File: src/rtl/stopwatch_ctrl.sv
// Stopwatch sequencing controller: minutes/seconds registers, run/pause/clear/adjust FSM.
// Optional blink masking of the field being adjusted is enabled by defining STOPWATCH_CTRL_BLINK_EN.
module stopwatch_ctrl #(
    parameter int W       = 6,
    parameter int MAX_SEC = 59,
    parameter int MAX_MIN = 59
) (
    input  logic         clk,
    input  logic         rst_n,
    input  logic         tick_1hz,
    input  logic         tick_2hz,
    input  logic         tick_blink,
    input  logic         pause_p,
    input  logic         clear_p,
    input  logic         sel,
    input  logic         adj,
    output logic [W-1:0] minutes,
    output logic [W-1:0] seconds,
    output logic         running,
    output logic         rollover,
    output logic [1:0]   blink_mask
);

    localparam logic [1:0] S_IDLE  = 2'd0;
    localparam logic [1:0] S_RUN   = 2'd1;
    localparam logic [1:0] S_PAUSE = 2'd2;
    localparam logic [1:0] S_ADJ   = 2'd3;

    localparam logic [W-1:0] SEC_MAX = W'(MAX_SEC);
    localparam logic [W-1:0] MIN_MAX = W'(MAX_MIN);

    // Anything at or above the field maximum (including forced out-of-range values) wraps to 0.
    function automatic logic [W-1:0] wrap_inc(input logic [W-1:0] v, input logic [W-1:0] max_v);
        if (v >= max_v) begin
            return '0;
        end
        return W'(v + 1'b1);
    endfunction

    logic [1:0]   state, state_nxt;
    logic [1:0]   saved_state, saved_nxt;
    logic [W-1:0] min_nxt, sec_nxt;
    logic         roll_nxt;
    logic [1:0]   blink_nxt;

    always_comb begin
        state_nxt = state;
        saved_nxt = saved_state;
        min_nxt   = minutes;
        sec_nxt   = seconds;
        roll_nxt  = 1'b0;
        blink_nxt = 2'b00;

        if (clear_p) begin
            min_nxt = '0;
            sec_nxt = '0;
            if (adj) begin
                state_nxt = S_ADJ;
                saved_nxt = S_IDLE;
            end else begin
                state_nxt = S_IDLE;
            end
        end else if (adj) begin
            if (state != S_ADJ) begin
                saved_nxt = state;
                state_nxt = S_ADJ;
            end
            if (tick_2hz) begin
                if (sel) begin
                    sec_nxt = wrap_inc(seconds, SEC_MAX);
                end else begin
                    min_nxt = wrap_inc(minutes, MIN_MAX);
                end
            end
`ifdef STOPWATCH_CTRL_BLINK_EN
            blink_nxt = sel ? {1'b0, blink_mask[0]} : {blink_mask[1], 1'b0};
            if (tick_2hz) begin
                blink_nxt = 2'b00;
            end else if (tick_blink) begin
                blink_nxt = blink_nxt ^ (sel ? 2'b01 : 2'b10);
            end
`endif
        end else if (state == S_ADJ) begin
            // A cleared watch that was adjusted to a nonzero time parks in PAUSE so pause_p resumes it.
            if (saved_state == S_IDLE) begin
                state_nxt = ((minutes != '0) || (seconds != '0)) ? S_PAUSE : S_IDLE;
            end else begin
                state_nxt = saved_state;
            end
        end else begin
            if (pause_p) begin
                case (state)
                    S_IDLE:  state_nxt = S_RUN;
                    S_RUN:   state_nxt = S_PAUSE;
                    S_PAUSE: state_nxt = S_RUN;
                    default: state_nxt = state;
                endcase
            end
            if ((state == S_RUN) && tick_1hz) begin
                if (seconds >= SEC_MAX) begin
                    sec_nxt = '0;
                    if (minutes >= MIN_MAX) begin
                        min_nxt  = '0;
                        roll_nxt = 1'b1;
                    end else begin
                        min_nxt = wrap_inc(minutes, MIN_MAX);
                    end
                end else begin
                    sec_nxt = wrap_inc(seconds, SEC_MAX);
                end
            end
        end
    end

`ifndef STOPWATCH_CTRL_BLINK_EN
    logic unused_tick_blink;
    assign unused_tick_blink = tick_blink;
`else
`endif

    always_ff @(posedge clk or negedge rst_n) begin
        if (!rst_n) begin
            state       <= S_IDLE;
            saved_state <= S_IDLE;
            minutes     <= '0;
            seconds     <= '0;
            running     <= 1'b0;
            rollover    <= 1'b0;
            blink_mask  <= 2'b00;
        end else begin
            state       <= state_nxt;
            saved_state <= saved_nxt;
            minutes     <= min_nxt;
            seconds     <= sec_nxt;
            running     <= (state_nxt == S_RUN);
            rollover    <= roll_nxt;
            blink_mask  <= blink_nxt;
        end
    end

endmodule
File: config.mk
export PLATFORM = sky130hd
export DESIGN_NAME = stopwatch_ctrl
export DESIGN_NICKNAME = d
export VERILOG_FILES = /design/src/rtl/stopwatch_ctrl.sv
export SDC_FILE = /design/constraint.sdc
export NUM_CORES = 1
export LEC_CHECK = 0
export CAP_MARGIN = 20
export CORE_MARGIN = 3
export CORE_UTILIZATION = 45
export CTS_BUF_LIST = sky130_fd_sc_hd__clkbuf_4
export DETAILED_ROUTE_END_ITERATION = 6
export HOLD_SLACK_MARGIN = 0.1
export PLACE_DENSITY = 0.7
export SLEW_MARGIN = 0
export SYNTH_ARGS = -nofsm -noshare
export SYNTH_HDL_FRONTEND = slang
export SYNTH_SLANG_ARGS = --single-unit
File: constraint.sdc
create_clock -name clk -period 2.13 [get_ports clk]
set_input_delay 0.426 -clock clk [delete_from_list [all_inputs] [get_ports clk]]
set_output_delay 0.426 -clock clk [all_outputs]
set_load 0.1 [all_outputs]
## Word level (Yosys, flattened, before mapping)

Index checks and enable logic that the tools add are counted.

- $add $sub $neg: 2
- Order comparisons: 2
- Eq/ne operators: 9
- Muxes and demuxes: 60
- Reductions and logical operators: 13

Operators by type and width:

| operator | count |
|---|---|
| $mux W6 | 21 |
| $mux W1 | 26 |
| $mux W2 | 12 |
| $add A6 B1 Y6 const B | 2 |
| $ge A6 B6 Y1 const B | 2 |
| $ne A3 B3 Y1 const B | 4 |
| $reduce_bool A6 Y1 | 2 |
| $reduce_bool A3 Y1 | 2 |
| $reduce_and A5 Y1 | 1 |
| $eq A2 B1 Y1 const B | 2 |
| $eq A2 B2 Y1 const B | 2 |
| $logic_not A2 Y1 | 2 |
| $pmux W2 S2 | 1 |
| $reduce_and A4 Y1 | 1 |
| $ne A2 B2 Y1 const B | 1 |
| $reduce_and A2 Y1 | 1 |
| $reduce_bool A2 Y1 | 1 |
| $reduce_or A2 Y1 | 1 |
| $logic_and A1 B1 Y1 | 1 |
| $logic_or A1 B1 Y1 | 1 |

- Bits in registers: 18
- Input bits: 9
- Output and inout bits: 16
- Logic and storage cells: 92

## Longest topological paths before layout

- Word-level depth: 14
- Depth in mapped cells: 6
- Depth with buffers taken out: 6

## Worst setup path before layout

OpenSTA, ideal clock, no wires.

- Path kind: flip-flop to flip-flop
- Start: reg seconds[0]
- End: reg minutes[0]
- Library setup time: 0.167 ns
- Data arrival time: 2.073 ns
- Data required time: 1.963 ns
- Path slack: -0.110 ns
- Stages on the path, launching flop included: 6
- Path buffers: 0
- Clock period less this slack: 2.240 ns
- Cells stage by stage: dfrtp_1 ha_1 o2111a_1 a211oi_4 nand2b_4 o21ai_0

- Word-level cells in the longest chain between the ends: 3

Ends and longest elaborated chain:

| item | line | RTL |
|---|---|---|
| from (decl) | 18 | `output logic [W-1:0] seconds,` |
| from (signal assigned) | 134 | `seconds <= sec_nxt;` |
| $ge A6 B6 Y1 | 100 | `if (seconds >= SEC_MAX) begin` |
| $reduce_bool A3 Y1 (no line) | n/a |  |
| $reduce_and A5 Y1 (no line) | n/a |  |
| to (signal assigned) | 133 | `minutes <= min_nxt;` |
| to (decl) | 17 | `output logic [W-1:0] minutes,` |

No other way between the ends.
A chain may end at the register's enable or synchronous reset.

## Worst setup path in the final report

- Start: in adj
- End: reg seconds[3]

- Word-level cells in the longest chain between the ends: 2
- Elaborated cells between the ends (all ways): 7
- Those cells by class: eq/ne: 3; mux: 2; reduce/logical: 2

Ends and longest elaborated chain:

| item | line | RTL |
|---|---|---|
| from (decl) | 16 | `input logic adj,` |
| $ne A3 B3 Y1 (no line), or another cell as far along | n/a |  |
| $reduce_and A4 Y1 (no line) or $mux W6 (tied branches) | n/a |  |

Several ways; a longest one is shown, not always the timed one.

==> key figures <==
Setup path
  • CP Data Required Time: 2.31 ns
  • Worst reg2reg setup slack: 0.37 ns
  • CP endpoint: seconds[3]
  • Crit-path max FO: 8
  • Worst setup EP type: flip-flop
  • WP data arrival: 1.96 ns
  • FF-to-FF path depth: 5
  • Worst reg2reg path endpoint: minutes[0]
  • WS Path Type: in2reg
  • CP startpoint: adj
  • CP Launch Type: input port
  • Launching point of the worst reg2reg path: seconds[0]

Die
  • Initial Util: 0.502
  • Die area: 0.00294 mm2
  • Io pins: 25
  • Vert. Die Dim: 54.2 um
  • Rows: 16
  • Chip width: 54.2 um
  • Core area: 0.00208 mm2

Detailed routing
  • Final WL: 2.11 mm
  • Drt first pass iters: 4
  • Total number of vias: 874
  • Via/cell ratio: 5.50
  • WL/cell: 13.3 um
  • Routed Antenna Nets: 0
  • DRC viols: 0
  • Iter 0 DRT Violations: 8

Synthesis
  • Synth warn: 0
  • Post-Synthesis Cells: 103
  • Area contributors post-synth: dfrtp_1, ha_1, o21ai_0, o31ai_1, mux2i_1
  • Yosys cell types: 32
  • Post-synth EDFFs: 0
  • Post-Synth Simple-Gate Area: 0.225
  • Asr flop ratio synth: 1.00
  • Synth area leader: dfrtp_1
  • Mux cell area share after synthesis: 0.0287
  • Primary FF master, synth: dfrtp_1
  • Yosys reg bits: 18
  • Mean post-synth cell area: 10.1 um2
  • Compound-gate portion of the synthesized area: 0.213
  • Cell Area, Synth: 0.00104 mm2
  • Adder-Cell Fraction of Synth Area: 0.0479
  • Largest family of logic cells by synthesized area: simple AND/OR/NAND/NOR gates
  • Seq/Total Area, Yosys: 0.431
  • Post-synthesis xor/xnor area fraction: 0
  • Synth top area share: 0.431

Power and ir drop
  • Peak VDD IR: 570 uV
  • PwrDens: 682 mW/mm2
  • Leak: 0.620 nW

Worst hold path
  • Hold Path Class: in2async

Placement
  • Count of buffers from port buffering: 21
  • Gp weighted congestion: 0.816
  • Post-DP HPWL: 1.61 mm
  • Placed inst area: 0.00129 mm2

Timing
  • Final Setup Violations: 0
  • Max Clock Skew: 0.00493 ns
  • Achievable clock frequency: 0.563 GHz
  • Final worst path period need: 1.78 ns
  • Hold Violations, Final: 0
  • Slew Viols, Final: 0
  • Final period utilization: 0.834
  • Setup Total Neg Slack: 0 ns
  • Setup repair after global routing missed its margin: false

CTS
  • Clock Sinks: 18
  • CTS buffer count: 3
  • Hold_buf cts: 0
  • Post-CTS sizing: 0
  • Clk Latency, worst-skew pair: 0.29 ns
  • Setup Buffers After CTS: 0
  • CTS tree: done
  • Max clock buf depth: 2
  • CTS clk-pin slew, worst paths: 0.10 ns
  • CTS H-Tree Depth: 1
  • Clk root buf: clkbuf_4

Global routing
  • GRT Total Usage: 0.175
  • Initial antenna violation count: 0
  • Largest net degree at the start of global routing: 19
  • Vias in the first global route: 845
  • Total congestion overflow: 0
  • First-pass GRT wire length: 3.67 mm

Layout
  • Most used cells in the layout excluding fill and tap cells: buf_4, dfrtp_1, o21ai_0
  • Fillcell total: 203
  • Total Nets Final: 146
  • Layout area overhead: 25.6%
  • Most common cell after layout, fill and taps aside: buf_4
  • Share of layout cells above drive strength 1: 0.235
  • Antenna diodes: 0
  • Design area: 0.00131 mm2

Job
  • Max Cap Viol: 0

Outcome
  • Outcome: finished clean
## state kept, by name, indices dropped and copies added (netlist names)
| signal | flops |
|---|---|
| minutes | 6 |
| rollover | 1 |
| running | 1 |
| saved_state | 2 |
| seconds | 6 |
| state | 2 |
## where the power goes
part | total [W] | switching, W | internal (W)
Clock | 0.000174 | 0.000106 | 0.0000682
Sequential | 0.000401 | 0.0000329 | 0.000369
Combinational | 0.000320 | 0.000225 | 0.0000951
Total | 0.000896 | 0.000364 | 0.000532
## cells by family (layout without fill, tap and decap cells)
family                   after synthesis  count (layout)
AND/OR/NAND/NOR                       37              37
adder cells (fa/ha/maj)                4               4
multiplexers                           3               3
AO/OA/AOI/OAI                         29              29
flip-flops                            18              18
other                                  1               2
buffers and inverters                 11              39
## per-stage QoR
step	setup slack (ns)	hold WS (ns)	instances	total power [W]	utilization
global placement	0.0459	0.510	155	0.000724	0.618
CTS	0.362	0.435	159	0.000912	0.630
floorplan	0.0538	0.130	104	0.000643	-
global route	0.214	0.443	159	0.000956	0.630
detailed placement	0.0503	0.517	155	0.000729	0.618
finish	0.353	0.443	159	0.000896	0.630
## layout make-up
type / count / area [um2] / area share
Multi-Input combinational cell: 75 / 546 / 0.416
Sequential cell: 18 / 453 / 0.345
Timing Repair Buffer: 28 / 228 / 0.173
Tap cell: 27 / 33.8 / 0.0257
Inverter: 7 / 26.3 / 0.0200
Clock buffer: 3 / 22.5 / 0.0172
Clock inverter: 1 / 3.75 / 0.00286
## how the worst min path moves through the flow
stage,startpoint,end,cells after the start
after global placement,seconds[0],seconds[0],1
final,rst_n,minutes[2],2
after CTS,rst_n,minutes[2],2
after global routing,rst_n,minutes[0],2
after floorplan,rst_n,minutes[0],0
after detailed placement,seconds[0],seconds[0],1
## Yosys cell counts (3+ instances only)
master	number
dfrtp_1	18
o21ai_0	9
nand2_1	8
inv_1	7
o31ai_1	5
ha_1	4
nand2b_1	4
nand3_1	4
nor2_1	4
nor3_1	4
buf_4	3
mux2i_1	3
nor3b_1	3
nor4b_1	3
o21ai_1	3
## critical path, cell delays in order
cell and delay, ns:
clkdlybuf4s50_1 0.54, and4bb_4 0.25, a311oi_4 0.42, nand2b_4 0.25, o31ai_1 0.08
## per-layer routing
layer  wire length (um)  GRT usage
met5                  0          0
met4                 37     0.0871
met3                 96     0.0332
met2                994      0.283
met1                985      0.221
Power figures use the tool's default switching activity.
